$ cat config.mk
export PLATFORM = sky130hd
export DESIGN_NAME = store_size_handler
export DESIGN_NICKNAME = d
export VERILOG_FILES = /design/src/rtl/store_size_handler.sv
export SDC_FILE = /design/constraint.sdc
export NUM_CORES = 1
export LEC_CHECK = 0
export ABC_AREA = 0
export CAP_MARGIN = 20
export CORE_ASPECT_RATIO = 0.7
export CORE_MARGIN = 10
export CORE_UTILIZATION = 48
export DETAILED_ROUTE_END_ITERATION = 10
export GPL_TIMING_DRIVEN = 0
export PLACE_DENSITY_LB_ADDON = 0.08
export SYNTH_ARGS = -nofsm -noshare
export SYNTH_HDL_FRONTEND = slang
export SYNTH_SLANG_ARGS = --single-unit
$ cat constraint.sdc
create_clock -name clk -period 2.48 [get_ports clk]
set_input_delay 0.496 -clock clk [delete_from_list [all_inputs] [get_ports clk]]
set_output_delay 0.496 -clock clk [all_outputs]
set_load 0.005 [all_outputs]
$ cat src/rtl/store_size_handler.sv
// Store path for sw/sh/sb into word-addressed memory; sub-word stores do a
// read-modify-write of the aligned word, word stores write straight through.
module store_size_handler #(
  parameter int MEM_LAT = 1
) (
  input  logic        clk,
  input  logic        reset,
  input  logic        start,
  input  logic [1:0]  size,
  input  logic [31:0] addr,
  input  logic [31:0] wdata,
  input  logic [31:0] mem_rdata,
  output logic [31:0] mem_addr,
  output logic        mem_rd,
  output logic        mem_wr,
  output logic [31:0] mem_wdata,
  output logic        busy,
  output logic        done,
  output logic        err
);

  localparam int CW = (MEM_LAT > 1) ? $clog2(MEM_LAT) : 1;

  typedef enum logic [2:0] {IDLE, READ, WAIT, WRITE, DONE} state_t;

  typedef struct packed {
    logic [1:0]  size;
    logic [31:0] addr;
    logic [31:0] wdata;
  } req_t;

  state_t        state, state_n;
  logic [CW-1:0] cnt, cnt_n;
  req_t          req, cur;
  logic [31:0]   aligned;
  logic [31:0]   addr_n, wdata_n;
  logic          rd_n, wr_n, err_n;

  // Little-endian lane merge of the store data into the word read back.
  function automatic logic [31:0] merge(input req_t r, input logic [31:0] rd);
    logic [31:0] w;
    w = rd;
    if (r.size == 2'b01) begin
      if (r.addr[1]) w[31:16] = r.wdata[15:0];
      else           w[15:0]  = r.wdata[15:0];
    end else begin
      case (r.addr[1:0])
        2'd0:    w[7:0]   = r.wdata[7:0];
        2'd1:    w[15:8]  = r.wdata[7:0];
        2'd2:    w[23:16] = r.wdata[7:0];
        default: w[31:24] = r.wdata[7:0];
      endcase
    end
    return w;
  endfunction

  // In IDLE the request is taken from the ports; afterwards only the latched copy counts.
  assign cur     = (state == IDLE) ? {size, addr, wdata} : req;
  assign aligned = {cur.addr[31:2], 2'b00};

  always_comb begin
    state_n = state;
    cnt_n   = cnt;
    rd_n    = 1'b0;
    wr_n    = 1'b0;
    err_n   = 1'b0;
    addr_n  = '0;
    wdata_n = '0;
    case (state)
      IDLE: if (start) begin
        if (size == 2'b00) begin
          state_n = WRITE;
          wr_n    = 1'b1;
          addr_n  = aligned;
          wdata_n = wdata;
        end else if (size == 2'b11 || (size == 2'b01 && addr[0])) begin
          state_n = DONE;
          err_n   = 1'b1;
        end else begin
          state_n = READ;
          rd_n    = 1'b1;
          addr_n  = aligned;
        end
      end
      READ: begin
        state_n = WAIT;
        cnt_n   = CW'(MEM_LAT - 1);
        addr_n  = aligned;
      end
      WAIT: begin
        addr_n = aligned;
        if (cnt == '0) begin
          state_n = WRITE;
          wr_n    = 1'b1;
          wdata_n = merge(req, mem_rdata);
        end else begin
          cnt_n = cnt - CW'(1);
        end
      end
      WRITE:   state_n = DONE;
      DONE:    state_n = IDLE;
      default: state_n = IDLE;
    endcase
  end

  always_ff @(posedge clk) begin
    if (reset) begin
      state     <= IDLE;
      cnt       <= '0;
      req       <= '0;
      mem_addr  <= '0;
      mem_rd    <= 1'b0;
      mem_wr    <= 1'b0;
      mem_wdata <= '0;
      busy      <= 1'b0;
      done      <= 1'b0;
      err       <= 1'b0;
    end else begin
      state     <= state_n;
      cnt       <= cnt_n;
      if (state == IDLE && start) req <= cur;
      mem_addr  <= addr_n;
      mem_rd    <= rd_n;
      mem_wr    <= wr_n;
      mem_wdata <= wdata_n;
      busy      <= (state_n != IDLE);
      done      <= (state_n == DONE);
      err       <= err_n;
    end
  end

endmodule

==> results.py, run 1 <==
metrics = {
    "timing": {
        "period_share": 0.856,
        "worst_pin_slew_ns": 1.09,
        "hold_violations": 0,
        "rsz0062_at_grt": "no",
        "setup_tns_ns": 0,
        "setup_viol": 0,
        "max-slew-margin-rel": 0.272,
        "fin_crit_ns": 2.12,
        "fin_skew_ns": 0.00872,
        "maxSlewViolCount": 0,
        "fmaxAchievable_mhz": 471,
    },
    "logic_synthesis": {
        "synth_seq_cells": 120,
        "ys_types": 33,
        "synth.area.mux_share": 0.0544,
        "synth_top_family_by_area": "simple AND/OR/NAND/NOR gates",
        "synth_top_area_frac": 0.522,
        "synth_area_leaders": "dfxtp_1 52%, nand2_1 13%, a21oi_1 7.9%",
        "synth_compound_area_frac": 0.182,
        "syn-cell-area_um2": 4600,
        "synth.most_common_cell": "nand2_1",
        "synth_fa_ha_area_frac": 0,
        "ys.flop_type": "dfxtp_1",
        "synth_edf_count": 0,
        "yosys.area_share.simple": 0.190,
        "seq_area_frac_synth": 0.522,
        "synth_area_leader_cell": "dfxtp_1",
        "synthArstFlopShare": 0,
        "synthXorXnorAreaFrac": 0.00190,
        "synthCells": 550,
        "avgSynthCellArea_um2": 8.36,
        "synth_commonest_cells": "165 x nand2_1, 120 x dfxtp_1, 73 x a21oi_1",
        "synth_warnings": 0,
    },
    "clock_network": {
        "cts_resized": 0,
        "post_cts_buffers": 0,
        "htree_levels": 4,
        "cts_buffers": 17,
        "tritoncts": "done",
        "holdBufCountCts": 0,
        "cts-root-buf": "clkbuf_16",
        "insertion_delay_ns": 0.40,
        "cts_sinks": 120,
        "clk_pin_slew_ns": 0.05,
        "cts_max_path_buffers": 2,
    },
    "hold_path": {
        "min_from": "req[12]",
        "whs_endpoint": "req[12]",
        "whs_path_depth": 2,
        "hp-class": "flop to flop",
    },
    "placement": {
        "port-buffer-count": 167,
        "hpwl_um": 11600,
        "gp_congestion": 0.824,
    },
    "critical_path": {
        "path_class": "flop to flop",
        "startpoint": "state[1]",
        "path_common_cell": "clkbuf_1",
        "cp.depth": 7,
        "cp.buffers_inverters": 3,
        "worstPathArrival_ns": 2.46,
        "timing.rr.start": "state[1]",
        "rrSetupSlack_ns": 0.36,
        "worstPathCellList": "buf_6, or2_1, clkbuf_1, nor2_1, clkbuf_1, nand2_1, a21oi_2",
        "critPathTopFamily": "simple AND/OR/NAND/NOR gates",
        "r2r_cells": 7,
        "cp.required_ns": 2.82,
        "rr_endpoint": "mem_addr[19]",
        "critPathLaunchType": "flop",
        "cp-end-kind": "flop",
        "crit_fanout": 10,
        "crit_path_max_incr_delay_ns": 0.49,
        "crit_slowest_cell": "nor2_1",
    },
    "drt": {
        "dr_wl_met3_um": 1480,
        "vias": 4557,
        "via_per_inst": 5.21,
        "first_pass_iters": 5,
        "drc": 0,
        "drtIter0Drc": 302,
        "avgRoutedWirePerCell_um": 17.6,
        "top_layer": "met4",
        "met1Wirelength_um": 6610,
        "ant_nets": 0,
        "wl_met2_um": 7100,
        "routed_wl_um": 15400,
    },
    "grt": {
        "grt_max_degree": 17,
        "antenna_found_initial": 0,
        "grt.total_usage": 0.215,
        "grt_pass1_vias": 4542,
        "grt_overflow": 0,
        "grt_first_pass_wirelength_um": 23600,
    },
    "floorplanning": {
        "fp.coreArea_um2": 9220,
        "die_h_um": 102,
        "start_util": 0.499,
        "die-area_um2": 14000,
        "fp.dieW_um": 137,
        "ios": 170,
        "rows": 29,
    },
    "power": {
        "combPwrFrac": 0.196,
        "pwr-share-clk": 0.424,
        "power_density_nw_per_um2": 815,
        "p_seq_frac": 0.381,
        "p_switching_mw": 1.50,
        "p_sw_frac": 0.262,
        "total_power_mw": 5.72,
        "p_int_mw": 4.22,
        "vdd_drop_max_mv": 0.513,
        "p_leak_nw": 2.66,
    },
    "cells_and_area": {
        "syn_to_final_growth_pct": 52.7,
        "nets": 838,
        "n_fill_cell": 714,
        "final-seq-area_um2": 2400,
        "multi_input_area_um2": 1980,
        "drive_gt1_frac": 0.0920,
        "diodes": 0,
    },
    "run_status": {
        "status": "finished clean",
    },
    "job": {
        "maxCapViolations": 0,
    },
}
metal layers:
metal | up-vias | global-route usage
met3 | 21 | 0.0574
li1 | 2218 | -
met2 | 206 | 0.344
met5 | - | 0
met1 | 2112 | 0.278
met4 | 0 | 0.0727
area by class of cell:
| type | count | area share |
|---|---|---|
| clock buffer | 24 | 0.0714 |
| buffer | 41 | 0.0308 |
| tap | 124 | 0.0221 |
| multi-input combinational | 388 | 0.281 |
| clock inverter | 8 | 0.0132 |
| sequential | 120 | 0.342 |
| inverter | 2 | 0.00107 |
| timing repair buffer | 167 | 0.238 |
power by group through the flow:
stage | Combinational [mW] | Sequential (mW) | Clock (mW)
after floorplan | 0.575 | 2.20 | 0
after global placement | 1.07 | 2.20 | 0
after detailed placement | 1.10 | 2.21 | 0
after CTS | 1.12 | 2.17 | 2.45
after global routing | 1.22 | 2.19 | 2.55
final | 1.12 | 2.18 | 2.42
stage by stage:
step | instances | util | worst slack [ns] | area, µm² | hold slack (ns)
global route | 874 | 0.762 | 0.208 | 7020 | 0.475
detailed placement | 842 | 0.698 | 0.0101 | 6430 | 0.446
floorplan | 551 | - | 0.784 | 4600 | 0.431
global placement | 842 | 0.698 | 0.0321 | 6430 | 0.438
finish | 874 | 0.762 | 0.357 | 7020 | 0.451
CTS | 874 | 0.762 | 0.338 | 7020 | 0.454
registers in the layout, summed over array words and instances (netlist names):
signal     count
req           50
err            1
mem_rd         1
mem_addr      30
done           1
state          3
mem_wdata     32
busy           1
mem_wr         1
kinds of logic (layout without fill, tap and decap cells):
| family | count (synthesis) | count (layout) |
|---|---|---|
| buffers and inverters | 43 | 242 |
| AO/OA/AOI/OAI | 152 | 152 |
| AND/OR/NAND/NOR | 209 | 209 |
| XOR/XNOR | 1 | 1 |
| multiplexers | 24 | 24 |
| other | 1 | 2 |
| flip-flops | 120 | 120 |
placed cells by master, fill, tap and decap left out, types with 2 or more instances in the layout:
| cell type | netlist | routed |
|---|---|---|
| buf_4 | 2 | 2 |
| clkbuf_1 | 25 | 27 |
| o22ai_1 | 16 | 16 |
| nor4_1 | 2 | 2 |
| clkbuf_8 | 0 | 5 |
| mux2_2 | 8 | 8 |
| a21oi_2 | 10 | 10 |
| a21oi_1 | 73 | 73 |
| conb_1 | 1 | 2 |
| buf_2 | 8 | 8 |
| buf_6 | 6 | 6 |
| mux2i_1 | 16 | 16 |
| clkinv_2 | 0 | 5 |
| a22oi_1 | 2 | 2 |
| o21a_1 | 2 | 2 |
| clkbuf_16 | 0 | 17 |
| nand2_1 | 165 | 165 |
| bufinv_16 | 0 | 2 |
| dfxtp_1 | 120 | 120 |
| nand2b_1 | 9 | 9 |
| o21ai_1 | 30 | 30 |
| nor2_1 | 19 | 19 |
| o21ai_0 | 16 | 16 |
| nor3_1 | 6 | 6 |
| or3_1 | 2 | 2 |
| clkdlybuf4s50_1 | 0 | 167 |
worst reg2reg max path: stages (launching register included):
cell and delay (ns):
dfxtp_1 0.31, buf_6 0.13, or2_1 0.21, clkbuf_1 0.18
nor2_1 0.49, clkbuf_1 0.46, nand2_1 0.15, a21oi_2 0.13
how the worst max path moves through the flow:
stage | slack (ns) | endpoint
floorplan | 0.78 | mem_wdata[0]
global placement | 0.03 | mem_wdata[14]
detailed placement | 0.01 | mem_wdata[6]
CTS | 0.34 | mem_addr[19]
global route | 0.21 | mem_addr[18]
finish | 0.36 | mem_addr[19]
(Power assumes the default switching activity.)
==> run 2, diff against run 1 <==
--- a/config.mk
+++ b/config.mk
@@ -12,4 +12,5 @@
 export CORE_UTILIZATION = 48
 export DETAILED_ROUTE_END_ITERATION = 10
+export GPL_ROUTABILITY_DRIVEN = 1
 export GPL_TIMING_DRIVEN = 0
 export PLACE_DENSITY_LB_ADDON = 0.08
==> constraint.sdc (replaced) <==
create_clock -name clk -period 2.48 [get_ports clk]
set_input_delay 0.496 -clock clk [delete_from_list [all_inputs] [get_ports clk]]
set_output_delay 0.496 -clock clk [all_outputs]
set_load 0.02 [all_outputs]
==> results of run 2 <==
Same layout as run 1 (identical final DEF). Status: finished clean.
Among the figures that moved: total power 5.72 mW -> 5.82 mW; worst IR drop on VDD 0.513 mV -> 0.517 mV
